===== src/rtl/sc_reg_arbiter_if.sv =====
// ---------------------------------------------------------------------------
// sc_reg_arbiter_if
// Bus bundle between two requesters, the shared general register and the
// sc_reg_arbiter. Clock and reset are not part of the bundle.
//
// Signals (direction as seen by the arbiter, modport "slave"):
//   SC_RegARBITER_req0_InHigh / req1   in   level request per requester
//   SC_RegARBITER_op0_In / op1         in   0 = load, 1 = clear
//   SC_RegARBITER_data0_InBUS / data1  in   load data per requester
//   SC_RegARBITER_regdata_InBUS        in   current general register value
//   SC_RegARBITER_clear_Out            out  clear strobe to the register
//   SC_RegARBITER_load_Out             out  load strobe to the register
//   SC_RegARBITER_data_OutBUS          out  load data to the register
//   SC_RegARBITER_ack0/ack1_OutHigh    out  one-cycle completion pulses
//   SC_RegARBITER_rdata_OutBUS         out  register value after last op
//   SC_RegARBITER_busy_OutHigh         out  arbiter not idle
//   SC_RegARBITER_count_OutBUS         out  completed operations mod 256
// The "master" modport is the mirror view used by the requester/register side.
// ---------------------------------------------------------------------------
interface sc_reg_arbiter_if #(
  parameter int RegARBITER_DATAWIDTH = 8
);

  logic                            SC_RegARBITER_req0_InHigh;
  logic                            SC_RegARBITER_op0_In;
  logic [RegARBITER_DATAWIDTH-1:0] SC_RegARBITER_data0_InBUS;
  logic                            SC_RegARBITER_req1_InHigh;
  logic                            SC_RegARBITER_op1_In;
  logic [RegARBITER_DATAWIDTH-1:0] SC_RegARBITER_data1_InBUS;
  logic [RegARBITER_DATAWIDTH-1:0] SC_RegARBITER_regdata_InBUS;
  logic                            SC_RegARBITER_clear_Out;
  logic                            SC_RegARBITER_load_Out;
  logic [RegARBITER_DATAWIDTH-1:0] SC_RegARBITER_data_OutBUS;
  logic                            SC_RegARBITER_ack0_OutHigh;
  logic                            SC_RegARBITER_ack1_OutHigh;
  logic [RegARBITER_DATAWIDTH-1:0] SC_RegARBITER_rdata_OutBUS;
  logic                            SC_RegARBITER_busy_OutHigh;
  logic [7:0]                      SC_RegARBITER_count_OutBUS;

  // Arbiter side
  modport slave (
    input  SC_RegARBITER_req0_InHigh, SC_RegARBITER_op0_In, SC_RegARBITER_data0_InBUS,
    input  SC_RegARBITER_req1_InHigh, SC_RegARBITER_op1_In, SC_RegARBITER_data1_InBUS,
    input  SC_RegARBITER_regdata_InBUS,
    output SC_RegARBITER_clear_Out, SC_RegARBITER_load_Out, SC_RegARBITER_data_OutBUS,
    output SC_RegARBITER_ack0_OutHigh, SC_RegARBITER_ack1_OutHigh,
    output SC_RegARBITER_rdata_OutBUS, SC_RegARBITER_busy_OutHigh,
    output SC_RegARBITER_count_OutBUS
  );

  // Requester / register side
  modport master (
    output SC_RegARBITER_req0_InHigh, SC_RegARBITER_op0_In, SC_RegARBITER_data0_InBUS,
    output SC_RegARBITER_req1_InHigh, SC_RegARBITER_op1_In, SC_RegARBITER_data1_InBUS,
    output SC_RegARBITER_regdata_InBUS,
    input  SC_RegARBITER_clear_Out, SC_RegARBITER_load_Out, SC_RegARBITER_data_OutBUS,
    input  SC_RegARBITER_ack0_OutHigh, SC_RegARBITER_ack1_OutHigh,
    input  SC_RegARBITER_rdata_OutBUS, SC_RegARBITER_busy_OutHigh,
    input  SC_RegARBITER_count_OutBUS
  );

endinterface


===== src/rtl/sc_reg_arbiter.sv =====
// ---------------------------------------------------------------------------
// sc_reg_arbiter
// Round-robin arbiter giving two requesters load/clear access to one shared
// general register. Each granted operation walks IDLE -> ISSUE -> CAPTURE ->
// ACK: the strobe is issued, the register value is captured into rdata, and
// the owner receives a one-cycle ack while the completion counter advances.
//
// Ports:
//   SC_RegARBITER_CLOCK_50     in  single clock, rising edge
//   SC_RegARBITER_RESET_InHigh in  synchronous active-high reset
//   arbBus                     sc_reg_arbiter_if.slave (requests, strobes,
//                              acks, rdata, busy, count)
// The arbiter never touches the general register's own reset, so register
// contents survive an arbiter reset.
// ---------------------------------------------------------------------------
module sc_reg_arbiter #(
  parameter int RegARBITER_DATAWIDTH = 8
) (
  input  logic                 SC_RegARBITER_CLOCK_50,
  input  logic                 SC_RegARBITER_RESET_InHigh,
  sc_reg_arbiter_if.slave      arbBus
);

  localparam logic [1:0] STATE_IDLE    = 2'd0;
  localparam logic [1:0] STATE_ISSUE   = 2'd1;
  localparam logic [1:0] STATE_CAPTURE = 2'd2;
  localparam logic [1:0] STATE_ACK     = 2'd3;

  logic [1:0]                      state;
  logic                            last;
  logic                            ownerLatched;
  logic                            opLatched;
  logic [RegARBITER_DATAWIDTH-1:0] dataLatched;
  logic [RegARBITER_DATAWIDTH-1:0] rdataReg;
  logic [7:0]                      countReg;
  logic                            anyRequest;
  logic                            winner;

  assign anyRequest = arbBus.SC_RegARBITER_req0_InHigh | arbBus.SC_RegARBITER_req1_InHigh;

  // Pick the winner among pending requests. On contention the requester that
  // was not granted last time wins, which keeps a held request from starving
  // the other side.
  always_comb begin
    winner = 1'b0;
    if (arbBus.SC_RegARBITER_req0_InHigh && arbBus.SC_RegARBITER_req1_InHigh) begin
      winner = ~last;
    end else if (arbBus.SC_RegARBITER_req1_InHigh) begin
      winner = 1'b1;
    end
  end

  // Sequencer. Requests are only looked at in IDLE; owner, op and data are
  // snapshotted at the grant so later changes from the requester (including
  // dropping the request) cannot disturb the operation in flight. Reset wins
  // over everything and abandons an operation without ack or count.
  always_ff @(posedge SC_RegARBITER_CLOCK_50) begin
    if (SC_RegARBITER_RESET_InHigh) begin
      state        <= STATE_IDLE;
      last         <= 1'b1;
      ownerLatched <= 1'b0;
      opLatched    <= 1'b0;
      dataLatched  <= '0;
      rdataReg     <= '0;
      countReg     <= 8'd0;
    end else begin
      case (state)
        STATE_IDLE: begin
          if (anyRequest) begin
            ownerLatched <= winner;
            last         <= winner;
            opLatched    <= winner ? arbBus.SC_RegARBITER_op1_In : arbBus.SC_RegARBITER_op0_In;
            dataLatched  <= winner ? arbBus.SC_RegARBITER_data1_InBUS : arbBus.SC_RegARBITER_data0_InBUS;
            state        <= STATE_ISSUE;
          end
        end
        STATE_ISSUE: begin
          state <= STATE_CAPTURE;
        end
        STATE_CAPTURE: begin
          // The register has taken the strobe on the previous edge, so its
          // output already reflects the operation.
          rdataReg <= arbBus.SC_RegARBITER_regdata_InBUS;
          state    <= STATE_ACK;
        end
        STATE_ACK: begin
          countReg <= countReg + 8'd1;
          state    <= STATE_IDLE;
        end
        default: begin
          state <= STATE_IDLE;
        end
      endcase
    end
  end

  // Strobes exist only in ISSUE; the data bus is forced to zero for clears
  // and outside ISSUE so the register never sees stale load data.
  assign arbBus.SC_RegARBITER_load_Out    = (state == STATE_ISSUE) && !opLatched;
  assign arbBus.SC_RegARBITER_clear_Out   = (state == STATE_ISSUE) && opLatched;
  assign arbBus.SC_RegARBITER_data_OutBUS = ((state == STATE_ISSUE) && !opLatched) ? dataLatched : '0;

  assign arbBus.SC_RegARBITER_ack0_OutHigh = (state == STATE_ACK) && !ownerLatched;
  assign arbBus.SC_RegARBITER_ack1_OutHigh = (state == STATE_ACK) && ownerLatched;
  assign arbBus.SC_RegARBITER_busy_OutHigh = (state != STATE_IDLE);
  assign arbBus.SC_RegARBITER_rdata_OutBUS = rdataReg;
  assign arbBus.SC_RegARBITER_count_OutBUS = countReg;

endmodule


===== src/flat_wrapper.sv =====
// flat-port wrapper written by rule: the top's interface ports become plain ports
module sc_reg_arbiter_flat 
#(
  parameter int RegARBITER_DATAWIDTH = 8
)
  (SC_RegARBITER_CLOCK_50, SC_RegARBITER_RESET_InHigh, arbBus_SC_RegARBITER_req0_InHigh, arbBus_SC_RegARBITER_op0_In, arbBus_SC_RegARBITER_data0_InBUS, arbBus_SC_RegARBITER_req1_InHigh, arbBus_SC_RegARBITER_op1_In, arbBus_SC_RegARBITER_data1_InBUS, arbBus_SC_RegARBITER_regdata_InBUS, arbBus_SC_RegARBITER_clear_Out, arbBus_SC_RegARBITER_load_Out, arbBus_SC_RegARBITER_data_OutBUS, arbBus_SC_RegARBITER_ack0_OutHigh, arbBus_SC_RegARBITER_ack1_OutHigh, arbBus_SC_RegARBITER_rdata_OutBUS, arbBus_SC_RegARBITER_busy_OutHigh, arbBus_SC_RegARBITER_count_OutBUS);
  sc_reg_arbiter_if #(.RegARBITER_DATAWIDTH(RegARBITER_DATAWIDTH)) arbBus_i ();
  input  logic SC_RegARBITER_CLOCK_50;
  input  logic SC_RegARBITER_RESET_InHigh;
  input wire logic [$bits(arbBus_i.SC_RegARBITER_req0_InHigh)-1:0] arbBus_SC_RegARBITER_req0_InHigh;
  input wire logic [$bits(arbBus_i.SC_RegARBITER_op0_In)-1:0] arbBus_SC_RegARBITER_op0_In;
  input wire logic [$bits(arbBus_i.SC_RegARBITER_data0_InBUS)-1:0] arbBus_SC_RegARBITER_data0_InBUS;
  input wire logic [$bits(arbBus_i.SC_RegARBITER_req1_InHigh)-1:0] arbBus_SC_RegARBITER_req1_InHigh;
  input wire logic [$bits(arbBus_i.SC_RegARBITER_op1_In)-1:0] arbBus_SC_RegARBITER_op1_In;
  input wire logic [$bits(arbBus_i.SC_RegARBITER_data1_InBUS)-1:0] arbBus_SC_RegARBITER_data1_InBUS;
  input wire logic [$bits(arbBus_i.SC_RegARBITER_regdata_InBUS)-1:0] arbBus_SC_RegARBITER_regdata_InBUS;
  output wire logic [$bits(arbBus_i.SC_RegARBITER_clear_Out)-1:0] arbBus_SC_RegARBITER_clear_Out;
  output wire logic [$bits(arbBus_i.SC_RegARBITER_load_Out)-1:0] arbBus_SC_RegARBITER_load_Out;
  output wire logic [$bits(arbBus_i.SC_RegARBITER_data_OutBUS)-1:0] arbBus_SC_RegARBITER_data_OutBUS;
  output wire logic [$bits(arbBus_i.SC_RegARBITER_ack0_OutHigh)-1:0] arbBus_SC_RegARBITER_ack0_OutHigh;
  output wire logic [$bits(arbBus_i.SC_RegARBITER_ack1_OutHigh)-1:0] arbBus_SC_RegARBITER_ack1_OutHigh;
  output wire logic [$bits(arbBus_i.SC_RegARBITER_rdata_OutBUS)-1:0] arbBus_SC_RegARBITER_rdata_OutBUS;
  output wire logic [$bits(arbBus_i.SC_RegARBITER_busy_OutHigh)-1:0] arbBus_SC_RegARBITER_busy_OutHigh;
  output wire logic [$bits(arbBus_i.SC_RegARBITER_count_OutBUS)-1:0] arbBus_SC_RegARBITER_count_OutBUS;
  assign arbBus_i.SC_RegARBITER_req0_InHigh = arbBus_SC_RegARBITER_req0_InHigh;
  assign arbBus_i.SC_RegARBITER_op0_In = arbBus_SC_RegARBITER_op0_In;
  assign arbBus_i.SC_RegARBITER_data0_InBUS = arbBus_SC_RegARBITER_data0_InBUS;
  assign arbBus_i.SC_RegARBITER_req1_InHigh = arbBus_SC_RegARBITER_req1_InHigh;
  assign arbBus_i.SC_RegARBITER_op1_In = arbBus_SC_RegARBITER_op1_In;
  assign arbBus_i.SC_RegARBITER_data1_InBUS = arbBus_SC_RegARBITER_data1_InBUS;
  assign arbBus_i.SC_RegARBITER_regdata_InBUS = arbBus_SC_RegARBITER_regdata_InBUS;
  assign arbBus_SC_RegARBITER_clear_Out = arbBus_i.SC_RegARBITER_clear_Out;
  assign arbBus_SC_RegARBITER_load_Out = arbBus_i.SC_RegARBITER_load_Out;
  assign arbBus_SC_RegARBITER_data_OutBUS = arbBus_i.SC_RegARBITER_data_OutBUS;
  assign arbBus_SC_RegARBITER_ack0_OutHigh = arbBus_i.SC_RegARBITER_ack0_OutHigh;
  assign arbBus_SC_RegARBITER_ack1_OutHigh = arbBus_i.SC_RegARBITER_ack1_OutHigh;
  assign arbBus_SC_RegARBITER_rdata_OutBUS = arbBus_i.SC_RegARBITER_rdata_OutBUS;
  assign arbBus_SC_RegARBITER_busy_OutHigh = arbBus_i.SC_RegARBITER_busy_OutHigh;
  assign arbBus_SC_RegARBITER_count_OutBUS = arbBus_i.SC_RegARBITER_count_OutBUS;
  sc_reg_arbiter #(.RegARBITER_DATAWIDTH(RegARBITER_DATAWIDTH)) u_core (.SC_RegARBITER_CLOCK_50(SC_RegARBITER_CLOCK_50), .SC_RegARBITER_RESET_InHigh(SC_RegARBITER_RESET_InHigh), .arbBus(arbBus_i));
endmodule

===== config.mk =====
export PLATFORM = sky130hd
export DESIGN_NAME = sc_reg_arbiter_flat
export DESIGN_NICKNAME = d
export VERILOG_FILES = /design/src/rtl/sc_reg_arbiter_if.sv /design/src/rtl/sc_reg_arbiter.sv /design/src/flat_wrapper.sv
export SDC_FILE = /design/constraint.sdc
export NUM_CORES = 1
export LEC_CHECK = 0
export ABC_AREA = 0
export CORE_ASPECT_RATIO = 0.6
export CORE_MARGIN = 2
export CORE_UTILIZATION = 42
export CTS_CLUSTER_SIZE = 24
export DETAILED_ROUTE_END_ITERATION = 10
export GPL_TIMING_DRIVEN = 0
export PLACE_DENSITY = 0.79
export SYNTH_ARGS = -nofsm -noshare
export SYNTH_HDL_FRONTEND = slang
export SYNTH_SLANG_ARGS = --single-unit

===== constraint.sdc =====
create_clock -name SC_RegARBITER_CLOCK_50 -period 2 [get_ports SC_RegARBITER_CLOCK_50]
set_input_delay 0.3 -clock SC_RegARBITER_CLOCK_50 [delete_from_list [all_inputs] [get_ports SC_RegARBITER_CLOCK_50]]
set_output_delay 0.3 -clock SC_RegARBITER_CLOCK_50 [all_outputs]
set_load 0.005 [all_outputs]

==> results.toml <==
[cells_and_area]
drive_above_1_share = 0.1883
final_design_area_no_fill_mm2 = 0.002196
area_growth_pct = 56.42
final_nets = 259
num_antenna_cells = 0
final_design_utilization = 0.6813

[place]
dpl.hpwl_um = 2510
place.port_buffers = 56
post_dp_cell_area_mm2 = 0.002021
gp_routability_congestion = 0.7833

[synthesis]
synth_largest_area_cell = "sky130_fd_sc_hd__dfxtp_1"
synth.avg_cell_area_um2 = 9.236
ys_ff_latch = 29
number_of_synthesized_flops_with_an_enable_pin = 0
synthMostInstantiatedCell = "sky130_fd_sc_hd__dfxtp_1"
yosys-top-cells-area = "sky130_fd_sc_hd__dfxtp_1, sky130_fd_sc_hd__a211oi_2, sky130_fd_sc_hd__mux2i_1"
ys.flop_type = "sky130_fd_sc_hd__dfxtp_1"
asyncSetResetFlopFracSynth = 0
synth_nets = 188
netlist.area_leader.share = 0.4135
list_of_most_frequent_post_synthesis_cells = "sky130_fd_sc_hd__dfxtp_1, sky130_fd_sc_hd__nor2_1, sky130_fd_sc_hd__a21oi_1, sky130_fd_sc_hd__nand2_1"
part_of_the_yosys_area_used_for_sequential_elements = 0.4135
syn-cell-area_mm2 = 0.001404
synth_cell_types = 29
syn_inst = 152
yosys_warnings = 0

[hold_path]
min_from = "SC_RegARBITER_RESET_InHigh"
holdCritPathClass = "in2reg"

[floorplan]
fp.coreArea_mm2 = 0.003223
initial_utilization = 0.4356
die_x_um = 78.64
fp-row-count = 16
die-height_um = 48.78
top_level_ports = 59
die_area_mm2 = 0.003836

[worst_setup_path]
crit_path_max_fanout = 3
worstSetupStartpointType = "register"
startpoint = "u_core.state[1]$_SDFFE_PP0P_"
timing.critical_path.to_type = "primary output"
r2r-start = "u_core.state[1]$_SDFFE_PP0P_"
critical_path_class = "reg2out"
cp_data_required_time_ps = 1700
critPathArrivalTime_ps = 1650

[sta]
fin_worst_skew_ps = 2.295
max_slew_margin = 0.6696
setup-tns-final_ps = 0
fin_worst_hold_slack_ps = 392.8
worst_pin_slew_ps = 495.6
finalCritPeriodShare = 0.9750
timing.final.hold_violations = 0
final_max_slew_viol_count = 0
finalCriticalPeriod_ps = 1950
setup_violations = 0
grt_setup_unrepaired = "false"
maxClockFrequency_ghz = 0.5128

[global_route]
aggregate_global_route_resource_usage = 0.1935
antenna_violations_before_repair = 0
grt_use_met3 = 0.07222
grt-busiest-layer = "met2"
grt_first_pass_wirelength_um = 5796
grt_util_met2 = 0.3148
grt_overflow_total = 0
maximum_number_of_pins_on_one_net_before_global_route_repair = 11
first_global_vias = 1279
met1_track_demand_over_resource = 0.2424

[route]
drtPass1Iterations = 4
initialDrtViolationCount = 45
wire_per_inst_um = 13.68
wirelength_um = 3665
drt-vias-per-instance = 5.011
detail-route-antenna-nets = 0
drcViolationCount = 0
detailroute.via_count = 1343

[clock_network]
clk_pin_slew_worst_paths_ps = 60
cts_sinks = 29
clock_path_buffers = 2
tritoncts = "built"
cts.htree.levels = 2
root_cell_of_the_clock_tree = "sky130_fd_sc_hd__clkbuf_8"
cts_made_buffers = 5
clk_latency_ps = 270

[power]
vdd_drop_max_uv = 632.8
power_per_cell_area_mw_per_mm2 = 1095
static-leakage-power_uw = 0.0009352

[outcome]
status = "complete, no violations"

[flow_run]
maxcap_viol_count = 0
## power by group
part / switching [uW] / internal [uW] / total [uW]
logic: 518 / 598 / 1120
registers: 95.8 / 718 / 814
clock network: 202 / 272 / 474
## layer usage
metal | wire (um) | share of wire
met3 | 294 | 0.080
met1 | 1622 | 0.44
met2 | 1696 | 0.46
met4 | 53 | 0.014
met5 | 0 | 0
## stage by stage
| stage | cells | power (uW) | setup WS [ps] |
|---|---|---|---|
| floorplan | 152 | 1394 | 608.0 |
| global placement | 253 | 1729 | 35.20 |
| detailed placement | 253 | 1783 | -12.10 |
| CTS | 266 | 2396 | 28.15 |
| global route | 268 | 2558 | 7.640 |
| finish | 268 | 2404 | 50.02 |
## layout by cell type (no fill, tap or decap), types with 7 or more instances in the layout
cell / instances
sky130_fd_sc_hd__a211oi_2: 10
sky130_fd_sc_hd__a21oi_1: 13
sky130_fd_sc_hd__and2_1: 10
sky130_fd_sc_hd__buf_4: 7
sky130_fd_sc_hd__clkbuf_8: 8
sky130_fd_sc_hd__clkdlybuf4s50_1: 46
sky130_fd_sc_hd__dfxtp_1: 27
sky130_fd_sc_hd__dlygate4sd2_1: 7
sky130_fd_sc_hd__mux2i_1: 10
sky130_fd_sc_hd__nand2_1: 11
sky130_fd_sc_hd__nor2_1: 26
## cell type report
type,instances,area [um^2]
Timing Repair Buffer,64,623.1
Inverter,3,11.26
Sequential cell,29,583.1
Multi-Input combinational cell,111,778.2
Buffer,9,57.56
Clock buffer,7,86.33
Tap cell,45,56.30
Fill cell,266,1027
## flip-flops by register name (all words and copies together) (netlist names)
name and count:
u_core.arbBus.SC_RegARBITER_count_OutBUS 8, u_core.arbBus.SC_RegARBITER_rdata_OutBUS 8, u_core.ownerLatched 1, u_core.opLatched 1
u_core.state 2, u_core.dataLatched 8, u_core.last 1
## cell families after synthesis
group                    count (synthesis)  synth area share
AND/OR/NAND/NOR                         59            0.2094
AO/OA/AOI/OAI                           32            0.1881
flip-flops                              29            0.4135
buffers and inverters                   12           0.03921
multiplexers                            10           0.07130
adder cells (fa/ha/maj)                  6           0.05347
XOR/XNOR                                 4           0.02496
## worst max-delay path, stage by stage, from the launching register on
cell                            delay (ps)
sky130_fd_sc_hd__dfxtp_2               340
sky130_fd_sc_hd__inv_2                  50
sky130_fd_sc_hd__ha_2                  170
sky130_fd_sc_hd__nor2b_4               130
sky130_fd_sc_hd__clkbuf_8              140
sky130_fd_sc_hd__buf_4                 150
sky130_fd_sc_hd__and2_1                150
sky130_fd_sc_hd__dlygate4sd2_1         260
## worst paths after layout
path / to / slack [ps] / cells after the start
hold / removal: u_core.state[0]$_SDFFE_PP0P_ / 390 / 2
setup / recovery: arbBus_SC_RegARBITER_data_OutBUS[7] / 50 / 7
setup reg to reg: u_core.arbBus.SC_RegARBITER_count_OutBUS[5]$_SDFFE_PP0N_ / 460 / 7
hold reg to reg: u_core.arbBus.SC_RegARBITER_count_OutBUS[7]$_SDFFE_PP0N_ / 480 / 2
## what timing repair did
action,CTS,global route
buffers inserted,5,2
cloned,1,0
resized for setup,19,4
pin swaps,0,0
endpoints found under the setup margin,9,4
hold buffers,0,0
(Power assumes the default switching activity.)
